## src/rtl/ctrl_sequencer_if.sv

```systemverilog
// ---------------------------------------------------------------------------
// ctrl_sequencer_if
// Data-bus handshake between the control sequencer and the data memory port.
//   dbus_req : request, driven by the sequencer while it sits in MEM
//   dbus_ack : completion, driven by the bus/memory side
// Modports:
//   master : sequencer side (drives req, samples ack)
//   slave  : bus side       (samples req, drives ack)
// ---------------------------------------------------------------------------
interface ctrl_sequencer_if;
  logic dbus_req;
  logic dbus_ack;

  modport master (output dbus_req, input dbus_ack);
  modport slave  (input dbus_req, output dbus_ack);
endinterface

```

## src/rtl/ctrl_sequencer.sv

```systemverilog
// ---------------------------------------------------------------------------
// ctrl_sequencer
// Multi-cycle control sequencer for the RV32I core: fetch with configurable
// wait states, optional data-memory phase with req/ack handshake and
// timeout, register writeback strobes and a sticky trap.
//
// Optional feature macro: CTRL_SEQ_INSTRET_EN
//   defined   -> o_instret counts enable_pc_counter pulses (wraps mod 2^CNT_W)
//   undefined -> o_instret is constant 0, no counter logic
//
// Ports:
//   i_clk, i_rst          clock, synchronous active-high reset
//   i_opcode[6:0]         IR opcode field (valid from EXEC onward)
//   i_stall               freeze request
//   dbus (master)         dbus_req out / dbus_ack in
//   o_en_iaddr            PC onto instruction address bus
//   o_load_ir             IR load strobe
//   o_enable_pc_counter   PC advance, one pulse per retired instruction
//   o_reg_we              register-file write strobe
//   o_trap, o_trap_cause  sticky trap and cause (1 illegal, 2 bus timeout)
//   o_state[2:0]          current state for debug
//   o_instret[CNT_W-1:0]  retired-instruction count
// ---------------------------------------------------------------------------
module ctrl_sequencer #(
  parameter int unsigned FETCH_WAIT  = 0,
  parameter int unsigned MEM_TIMEOUT = 16,
  parameter int unsigned CNT_W       = 32
) (
  input  logic             i_clk,
  input  logic             i_rst,
  input  logic [6:0]       i_opcode,
  input  logic             i_stall,
  ctrl_sequencer_if.master dbus,
  output logic             o_en_iaddr,
  output logic             o_load_ir,
  output logic             o_enable_pc_counter,
  output logic             o_reg_we,
  output logic             o_trap,
  output logic [1:0]       o_trap_cause,
  output logic [2:0]       o_state,
  output logic [CNT_W-1:0] o_instret
);

  typedef enum logic [2:0] {
    ST_RESET      = 3'd0,
    ST_ADDR_OUT   = 3'd1,
    ST_FETCH_WAIT = 3'd2,
    ST_LOAD_IR    = 3'd3,
    ST_EXEC       = 3'd4,
    ST_MEM        = 3'd5,
    ST_TRAP       = 3'd6
  } state_t;

  localparam logic [6:0] OP_ALU    = 7'b0110011;
  localparam logic [6:0] OP_ALUI   = 7'b0010011;
  localparam logic [6:0] OP_LOAD   = 7'b0000011;
  localparam logic [6:0] OP_STORE  = 7'b0100011;
  localparam logic [6:0] OP_BRANCH = 7'b1100011;
  localparam logic [6:0] OP_JAL    = 7'b1101111;
  localparam logic [6:0] OP_JALR   = 7'b1100111;
  localparam logic [6:0] OP_LUI    = 7'b0110111;
  localparam logic [6:0] OP_AUIPC  = 7'b0010111;

  localparam logic [1:0] CAUSE_ILLEGAL = 2'd1;
  localparam logic [1:0] CAUSE_TIMEOUT = 2'd2;

  // Terminal counter values; the ternaries keep a zero parameter from wrapping.
  localparam bit         FW_EN    = (FETCH_WAIT > 0);
  localparam bit         TMO_EN   = (MEM_TIMEOUT > 0);
  localparam logic [3:0] FW_LAST  = FW_EN  ? 4'(FETCH_WAIT - 1)  : 4'd0;
  localparam logic [7:0] TMO_LAST = TMO_EN ? 8'(MEM_TIMEOUT - 1) : 8'd0;

  function automatic logic f_is_legal(input logic [6:0] op);
    case (op)
      OP_ALU, OP_ALUI, OP_LOAD, OP_STORE, OP_BRANCH,
      OP_JAL, OP_JALR, OP_LUI, OP_AUIPC: f_is_legal = 1'b1;
      default:                           f_is_legal = 1'b0;
    endcase
  endfunction

  // Opcodes that retire in EXEC with a destination-register write.
  function automatic logic f_writes_rd(input logic [6:0] op);
    case (op)
      OP_ALU, OP_ALUI, OP_JAL, OP_JALR, OP_LUI, OP_AUIPC: f_writes_rd = 1'b1;
      default:                                            f_writes_rd = 1'b0;
    endcase
  endfunction

  state_t     r_state;
  state_t     w_next_state;
  logic [3:0] r_wait_cnt;
  logic [7:0] r_tmo_cnt;
  logic       r_is_load;
  logic       r_trap;
  logic [1:0] r_trap_cause;
  logic       w_trap_set;
  logic [1:0] w_trap_cause;
  logic       w_legal;
  logic       w_is_mem;
  logic       w_en_iaddr;
  logic       w_load_ir;
  logic       w_pc_en;
  logic       w_reg_we;
  logic       w_dbus_req;

  assign w_legal  = f_is_legal(i_opcode);
  assign w_is_mem = (i_opcode == OP_LOAD) || (i_opcode == OP_STORE);

  // State register
  always_ff @(posedge i_clk) begin
    if (i_rst) r_state <= ST_RESET;
    else       r_state <= w_next_state;
  end

  // Next-state and trap-entry decode
  always_comb begin
    w_next_state = r_state;
    w_trap_set   = 1'b0;
    w_trap_cause = 2'd0;
    case (r_state)
      ST_RESET: begin
        if (!i_stall) w_next_state = ST_ADDR_OUT;
        else          w_next_state = r_state;
      end
      ST_ADDR_OUT: begin
        if (!i_stall) w_next_state = FW_EN ? ST_FETCH_WAIT : ST_LOAD_IR;
        else          w_next_state = r_state;
      end
      ST_FETCH_WAIT: begin
        if (!i_stall && (r_wait_cnt == FW_LAST)) w_next_state = ST_LOAD_IR;
        else                                     w_next_state = r_state;
      end
      ST_LOAD_IR: begin
        if (!i_stall) w_next_state = ST_EXEC;
        else          w_next_state = r_state;
      end
      ST_EXEC: begin
        if (i_stall) begin
          w_next_state = r_state;
        end else if (!w_legal) begin
          w_next_state = ST_TRAP;
          w_trap_set   = 1'b1;
          w_trap_cause = CAUSE_ILLEGAL;
        end else if (w_is_mem) begin
          w_next_state = ST_MEM;
        end else begin
          w_next_state = ST_ADDR_OUT;
        end
      end
      ST_MEM: begin
        // Ack beats both stall and a simultaneous timeout.
        if (dbus.dbus_ack) begin
          w_next_state = ST_ADDR_OUT;
        end else if (TMO_EN && !i_stall && (r_tmo_cnt == TMO_LAST)) begin
          w_next_state = ST_TRAP;
          w_trap_set   = 1'b1;
          w_trap_cause = CAUSE_TIMEOUT;
        end else begin
          w_next_state = r_state;
        end
      end
      ST_TRAP: w_next_state = ST_TRAP;
      default: w_next_state = ST_RESET;
    endcase
  end

  // Fetch wait and MEM timeout counters; both restart on entry to their state.
  // The timeout counter saturates so an unlimited wait never wraps.
  always_ff @(posedge i_clk) begin
    if (i_rst) begin
      r_wait_cnt <= 4'd0;
      r_tmo_cnt  <= 8'd0;
    end else begin
      if (w_next_state != ST_FETCH_WAIT)
        r_wait_cnt <= 4'd0;
      else if ((r_state == ST_FETCH_WAIT) && !i_stall)
        r_wait_cnt <= r_wait_cnt + 4'd1;
      else
        r_wait_cnt <= r_wait_cnt;

      if (w_next_state != ST_MEM)
        r_tmo_cnt <= 8'd0;
      else if ((r_state == ST_MEM) && !i_stall && (r_tmo_cnt != 8'hFF))
        r_tmo_cnt <= r_tmo_cnt + 8'd1;
      else
        r_tmo_cnt <= r_tmo_cnt;
    end
  end

  // Remember whether the memory access is a load (gates writeback on ack)
  always_ff @(posedge i_clk) begin
    if (i_rst)
      r_is_load <= 1'b0;
    else if ((r_state == ST_EXEC) && !i_stall && w_legal && w_is_mem)
      r_is_load <= (i_opcode == OP_LOAD);
    else
      r_is_load <= r_is_load;
  end

  // Sticky trap flag and cause
  always_ff @(posedge i_clk) begin
    if (i_rst) begin
      r_trap       <= 1'b0;
      r_trap_cause <= 2'd0;
    end else if (w_trap_set) begin
      r_trap       <= 1'b1;
      r_trap_cause <= w_trap_cause;
    end else begin
      r_trap       <= r_trap;
      r_trap_cause <= r_trap_cause;
    end
  end

  // Strobe decode; everything is held low while reset is asserted.
  always_comb begin
    w_en_iaddr = 1'b0;
    w_load_ir  = 1'b0;
    w_pc_en    = 1'b0;
    w_reg_we   = 1'b0;
    w_dbus_req = 1'b0;
    if (!i_rst) begin
      w_en_iaddr = (r_state == ST_ADDR_OUT) || (r_state == ST_FETCH_WAIT) ||
                   (r_state == ST_LOAD_IR);
      w_load_ir  = (r_state == ST_LOAD_IR) && !i_stall;
      w_dbus_req = (r_state == ST_MEM);
      w_pc_en    = ((r_state == ST_EXEC) && w_legal && !w_is_mem && !i_stall) ||
                   ((r_state == ST_MEM) && dbus.dbus_ack);
      w_reg_we   = ((r_state == ST_EXEC) && f_writes_rd(i_opcode) && !i_stall) ||
                   ((r_state == ST_MEM) && dbus.dbus_ack && r_is_load);
    end else begin
      w_en_iaddr = 1'b0;
    end
  end

`ifdef CTRL_SEQ_INSTRET_EN
  logic [CNT_W-1:0] r_instret;

  // Retired-instruction counter, wraps naturally at 2^CNT_W
  always_ff @(posedge i_clk) begin
    if (i_rst)        r_instret <= {CNT_W{1'b0}};
    else if (w_pc_en) r_instret <= r_instret + {{(CNT_W-1){1'b0}}, 1'b1};
    else              r_instret <= r_instret;
  end

  assign o_instret = r_instret;
`else
  assign o_instret = {CNT_W{1'b0}};
`endif

  assign o_en_iaddr          = w_en_iaddr;
  assign o_load_ir           = w_load_ir;
  assign o_enable_pc_counter = w_pc_en;
  assign o_reg_we            = w_reg_we;
  assign dbus.dbus_req       = w_dbus_req;
  assign o_trap              = r_trap;
  assign o_trap_cause        = r_trap_cause;
  assign o_state             = r_state;

endmodule

```

## src/flat_wrapper.sv

```systemverilog
// flat-port wrapper written by rule: the top's interface ports become plain ports
module ctrl_sequencer_flat 
#(
  parameter int unsigned FETCH_WAIT  = 0,
  parameter int unsigned MEM_TIMEOUT = 16,
  parameter int unsigned CNT_W       = 32
)
  (i_clk, i_rst, i_opcode, i_stall, o_en_iaddr, o_load_ir, o_enable_pc_counter, o_reg_we, o_trap, o_trap_cause, o_state, o_instret, dbus_dbus_req, dbus_dbus_ack);
  ctrl_sequencer_if dbus_i ();
  input  logic i_clk;
  input  logic i_rst;
  input  logic [6:0] i_opcode;
  input  logic i_stall;
  output logic o_en_iaddr;
  output logic o_load_ir;
  output logic o_enable_pc_counter;
  output logic o_reg_we;
  output logic o_trap;
  output logic [1:0] o_trap_cause;
  output logic [2:0] o_state;
  output logic [CNT_W-1:0] o_instret;
  output wire logic [$bits(dbus_i.dbus_req)-1:0] dbus_dbus_req;
  input wire logic [$bits(dbus_i.dbus_ack)-1:0] dbus_dbus_ack;
  assign dbus_dbus_req = dbus_i.dbus_req;
  assign dbus_i.dbus_ack = dbus_dbus_ack;
  ctrl_sequencer #(.FETCH_WAIT(FETCH_WAIT), .MEM_TIMEOUT(MEM_TIMEOUT), .CNT_W(CNT_W)) u_core (.i_clk(i_clk), .i_rst(i_rst), .i_opcode(i_opcode), .i_stall(i_stall), .dbus(dbus_i), .o_en_iaddr(o_en_iaddr), .o_load_ir(o_load_ir), .o_enable_pc_counter(o_enable_pc_counter), .o_reg_we(o_reg_we), .o_trap(o_trap), .o_trap_cause(o_trap_cause), .o_state(o_state), .o_instret(o_instret));
endmodule
```

## config.mk

```make
export PLATFORM = sky130hd
export DESIGN_NAME = ctrl_sequencer_flat
export DESIGN_NICKNAME = d
export VERILOG_FILES = /design/src/rtl/ctrl_sequencer_if.sv /design/src/rtl/ctrl_sequencer.sv /design/src/flat_wrapper.sv
export SDC_FILE = /design/constraint.sdc
export NUM_CORES = 1
export LEC_CHECK = 0
export CORE_ASPECT_RATIO = 0.75
export CORE_MARGIN = 4
export CORE_UTILIZATION = 44
export CTS_CLUSTER_SIZE = 16
export DETAILED_ROUTE_END_ITERATION = 8
export GPL_TIMING_DRIVEN = 0
export PLACE_DENSITY_LB_ADDON = 0.15
export SYNTH_ARGS = -nofsm -noshare
export SYNTH_HDL_FRONTEND = slang
export SYNTH_SLANG_ARGS = --single-unit
```

## constraint.sdc

```tcl
create_clock -name i_clk -period 2.5 [get_ports i_clk]
set_input_delay 0.5 -clock i_clk [delete_from_list [all_inputs] [get_ports i_clk]]
set_output_delay 0.5 -clock i_clk [all_outputs]
set_load 0.05 [all_outputs]
```

==> flow_summary.ini <==
[clocking]
clock-sinks = 19
clock-root-buffer = clkbuf_8
clkSlewWorstSetupHoldPaths_ps = 80
clock_path_buffers = 2
htreeDepth = 1
cts_tree = done
clock_latency_ps = 260
cts_made_buffers = 3

[layout]
drive_above_1_share_pct = 31.1
n_antenna_cell = 0
final_cell_mix = 36 x buf_4, 32 x conb_1, 19 x dfxtp_1, 12 x nor2_1, 12 x clkdlybuf4s50_1
fin_area_um2 = 1890
layout_commonest_cell = buf_4
nets = 240
synthToLayoutAreaGrowth_pct = 33.5

[yosys]
ys_seq_area_share_pct = 26.9
post_synth_num_cell_types = 47
yosys_register_bits = 19
synth_edf_count = 0
syn-instance-count = 168
synthArstFlopShare_pct = 0
synth_top_family_by_area = simple AND/OR/NAND/NOR gates
synth_area_leaders = dfxtp_1 27%, buf_4 19%, nor3_2 5.7%
synthMuxAreaShare_pct = 0.709
yosys_warnings = 0
synthAdderAreaFrac_pct = 2.66
yosysTopAreaCellShare_pct = 26.9
synth-simple-area-share_pct = 28.5
synth_xor_area_share_pct = 6.20
avgSynthCellArea_um2 = 8.41
synth_flop_cell = dfxtp_1
synth_top_area_cell = dfxtp_1
synth_area_um2 = 1410
synth_compound_area_share_pct = 10.8

[global_route]
grt_pass1_vias = 1174
grt_pass1_wl_mm = 5.18
grt.total_usage_pct = 15.4
grt_max_degree = 12
antenna_found_initial = 0
grt_remaining_overflow = 0

[timing]
setup_viol_count_final = 0
maxSlewViolCount = 0
fmax_ghz = 0.414
grt_setup_unrepaired = no
worst_slew_pin_slew_ps = 504
relSlewSlack_pct = 66.3
fin_crit_sh_pct = 96.6
layout_setup_ws_ps = 84.7
fin_crit_ps = 2420
hold_viol = 0
clock_skew_ps = 6.81

[placement]
portBuffers = 20
hpwl_mm = 2.45
place.gp.congestion = 0.819
placed_cell_area_um2 = 1790
dpl_worst_slack_ps = -790

[routing]
top_layer = met4
antenna_left = 0
avgRoutedWirePerCell_um = 12.1
firstDrtPassIters = 4
drt_iter0_markers = 72
route.met3.wl_um = 204
wl_met1_mm = 1.38
wl_mm = 3.18
wl_met2_mm = 1.57
num_vias = 1245
viasPerCell = 4.73
post-route-drc-count = 0

[floorplan]
coreArea_um2 = 3000
initial_utilization_pct = 47.1
fp.dieArea_um2 = 4190
die_y_um = 57.1
rows = 17
ios = 54
die_x_um = 73.4

[pwr]
p_comb_share_pct = 32.9
seq_power_share_pct = 39.3
p_per_area_nw_per_um2 = 416
leakagePower_nw = 0.822
p_int_uw = 498
clkPwrFrac_pct = 27.8
p_switching_uw = 286
irDropWorstVdd_mv = 0.237
sw_frac_of_total_pct = 36.5

[worst_setup_path]
required_ps = 2000
critPathCaptureType = output pin
crit_family = buffers and inverters
worstPathCellList = clkdlybuf4s50_1 > nand4b_1 > a21oi_4 > buf_6 > a32oi_1 > nor2_1 > buf_6
crit_type = in2out
start_kind = input pin
cp.arrival_ps = 1920
crit_fanout = 4
cp_slowest_stage_delay_ps = 560
path_buf_inv = 3
cpMostUsedCell = buf_6
crit_slowest_cell = clkdlybuf4s50_1

[min_path]
min_path_type = reg2reg

[run_status]
status = finished clean

[run]
drv_cap = 0
-- metal layers --
layer  track usage [%]  vias to the layer above
li1                  -                      635
met1              19.9                      569
met5                 0                        -
met3              5.11                        5
met2              25.0                       36
met4              3.62                        0
-- flip-flops by register name (all words and copies together) (netlist names) --
signal	count
u_core.o_state	3
u_core.r_is_load	1
u_core.o_trap	1
u_core.o_trap_cause	2
u_core.r_wait_cnt	4
u_core.r_tmo_cnt	8
-- worst reg2reg max path, delay by kind of cell, from the launching register on --
kind            cells  cell delay [ps]
compound gates      3              590
simple gates        2              580
flops               1              350
buf+inv             2              220
fa+ha+maj           1              130
-- cells in the mapped netlist, drive strengths merged, types with 2 or more instances --
library cell and n:
nand4 3, nand3 5, xor2 3, xnor2 7, nor2 12, or3 2
nor2b 2, dfxtp 19, ha 3, nor4b 2, nor4 2, buf 39
nand2 9, inv 6, o211ai 3, o21ai 4, a21oi 7, nor3 19
-- cell families (layout without fill, tap and decap cells) --
group | count (synthesis) | in the layout
and+or+nand+nor | 66 | 66
buffers and inverters | 46 | 72
AOI/OAI and AO/OA | 22 | 22
DFF | 19 | 19
xor gates and xnor gates | 10 | 10
adders and majority gates | 3 | 3
other | 1 | 32
muxes | 1 | 1
-- stage by stage --
step	std cells	setup TNS, ps	hold slack [ps]	util [%]	power, mW
after detailed placement	257	-2140	458	59.6	0.565
after CTS	262	0	470	61.5	0.785
final	263	0	465	62.9	0.784
after global placement	257	-2040	448	59.6	0.562
after global routing	263	0	493	62.9	0.825
after floorplan	199	0	478	-	0.527
-- power groups by stage --
stage,sequential (mW),combinational [mW],clock [mW]
2_1_floorplan,0.326,0.201,0
3_3_place_gp,0.315,0.247,0
3_5_place_dp,0.315,0.250,0
4_1_cts,0.308,0.251,0.226
5_1_grt,0.309,0.272,0.244
6_report,0.308,0.258,0.218
-- path summary, 6_finish.rpt --
kind                                                     startpoint                             endpoint  slack [ps]  depth (start not counted)
worst max-delay path                                    i_opcode[5]                             o_reg_we          80                          7
worst min-delay path            u_core.o_trap_cause[0]$_SDFFE_PP0P_  u_core.o_trap_cause[0]$_SDFFE_PP0P_         460                          2
worst max register to register    u_core.r_wait_cnt[0]$_SDFFE_PP0P_     u_core.r_tmo_cnt[4]$_SDFFE_PP0P_         570                          8
worst min register to register  u_core.o_trap_cause[0]$_SDFFE_PP0P_  u_core.o_trap_cause[0]$_SDFFE_PP0P_         460                          2
-- layout make-up --
| type | instances | area, um2 |
|---|---|---|
| Multi-Input combinational cell | 134 | 857 |
| Buffer | 40 | 317 |
| Inverter | 6 | 22.5 |
| Timing Repair Buffer | 22 | 215 |
| Tap cell | 38 | 47.5 |
| Fill cell | 262 | 1110 |
| Clock buffer | 3 | 41.3 |
| Clock inverter | 1 | 5.00 |
| Sequential cell | 19 | 380 |
-- what timing repair did --
item | 4_1_cts | 5_1_grt
gates resized for setup | 20 | 12
setup endpoints to repair | 5 | 5
setup buffers | 1 | 1
hold buffers | 0 | 0
pin swaps | 1 | 5
Note: power is estimated with default switching activity, not from simulation.
==> variant (same flow settings) <==
Build with the macro `CTRL_SEQ_INSTRET_EN` defined.
--- a/src/rtl/ctrl_sequencer.sv
+++ b/src/rtl/ctrl_sequencer.sv
@@ -23,2 +23,4 @@
 // ---------------------------------------------------------------------------
+`define CTRL_SEQ_INSTRET_EN
+
 module ctrl_sequencer #(
Formal check against the unedited RTL: not equivalent (a bounded check fails within 10 cycles, from zero or initial values and one cycle with i_rst high).
==> variant against the unedited design <==
  * Area after synthesis increased by 100%
  * Critical path depth did not move
  * Global-route usage rose by 4.9 points
  * Routed wire length increased by 140%
  * Sequential power grew to 2.7 times the old value
  * Register-to-register slack worse by 370 ps
  * Worst setup slack got worse by 71 ps
  * Combinational power is 45% lower
  * Power up 100%
  * Cell area grew 96%
  * Clock power rose to 2.8 times the old value
  * Sequential cell count increased by 32
  * Critical endpoint is now o_enable_pc_counter
  * Highest routed layer unchanged
==> variant: results (changes against the unedited design) <==
stage,metric,value,unit,change
power,Reg power frac,0.522,,+0.129
clock_tree,CTS sink cnt,51,,+32
clock_tree,Num CTS Buffers,5,,+2
routing,final wirelength,7600,um,+140%
synth,Synth Area in Compound Gates,0.206,,+0.0977
routing,WL met1,3740,um,+170%
synth,mux contribution to synthesized area,0.00703,,-0.0000529
global_route,vias in the first global route,2573,,+120%
synth,xor/xnor share of the synthesized area,0.0523,,-0.00969
synth,Cells after Synth,337,,+100%
synth,"top cells by count, synth","dfxtp_1 (51), a21oi_1 (30), nor2_1 (20), nand2_1 (19)",,
clock_tree,worst skew pair latency,320,ps,+60 ps
cells_and_area,invs w/o clock,13,,+7
cells_and_area,post-route insts no fill,482,,+83%
placement,count of input and output buffers,49,,+150%
cells_and_area,share of cell area taken by multi-input logic gates,0.483,,+0.0284
worst_setup_path,CP arrival,1990,ps,+70 ps
global_route,GR Util met1,0.298,,+0.0990
cells_and_area,antenna fix cells,0,,unchanged
global_route,total track usage,0.204,,+0.0492
placement,Area after DPL,0.00347,mm^2,+94%
power,switching share of total power,0.245,,-0.120
global_route,met2 usage,0.292,,+0.0420
cells_and_area,NonClk Buf Share,0.169,,-0.113
timing,clk_skew,5.52,ps,-1.28 ps
cells_and_area,fraction of area in registers,0.276,,+0.0744
worst_setup_path,worst-path maximum fanout,11,,+7
cells_and_area,number of multi-input logic gates,256,,+91%
synth,sequential cell area fraction in the yosys report,0.359,,+0.0894
synth,adder-cell share of the synthesized area,0.0176,,-0.00899
cells_and_area,Syn-to-layout area delta,30.1,%,
clock_tree,CTS max path bufs,2,,unchanged
power,power share of the clock group,0.387,,+0.109
power,comb pwr,0.143,mW,-45%
synth,synth unique cells,61,,+30%
routing,Met2 Wirelength,3250,um,+110%
worst_setup_path,worst reg2reg startpoint,u_core.o_instret[3]$_SDFFE_PP0P_,,
run_status,status,finished clean,,
routing,DR WL met3,522,um,+160%
routing,DR iter-0 viols,155,,+120%
cells_and_area,clkbuf count,6,,+3
global_route,met3 usage,0.0467,,-0.00434
routing,vias after detailed routing,2829,,+130%
cells_and_area,nonclk buf count,73,,+18%
die,# rows,25,,+8
cells_and_area,layout cell share with drive strength beyond 1,0.140,,-0.171
power,Pleak,1.21,nW,+47%
cells_and_area,final-stage net count,415,,+73%
global_route,largest net degree at the start of global routing,16,,+4
cells_and_area,max FFs per register,32,,+24
placement,Place WS,-1390,ps,-603 ps
variant: cell types whose count changed after synthesis, sizes merged, moves of 7 or more:
cell	before	now
a21oi	7	31
buf	39	6
clkbuf	1	11
dfxtp	19	51
inv	6	13
nand2	9	19
nand3	5	14
nand4	3	13
nor2	12	20
o21ai	4	16
o31ai	1	14
or3	2	10
or4	0	17
variant: final timing paths:
kind	end	slack, ps	cells past startpoint
worst max register to register	u_core.o_instret[29]$_SDFFE_PP0P_	200	6
worst max-delay path	o_enable_pc_counter	10	7
worst min-delay path	u_core.o_trap_cause[0]$_SDFFE_PP0P_	470	2
worst min register to register	u_core.o_trap_cause[0]$_SDFFE_PP0P_	470	2
variant: critical path: stages:
cell and delay [ps]:
dlygate4sd2_1 270, nand4bb_4 250, o311a_4 420, a21oi_4 190, buf_8 160, nor2_4 40
buf_6 150
variant: timing repair:
action,4_1_cts,5_1_grt
endpoints found under the setup margin,24,6
gates resized for setup,37,9
pin swaps,3,5
cloned,0,0
hold endpoints to repair,0,0
setup buffers,4,5
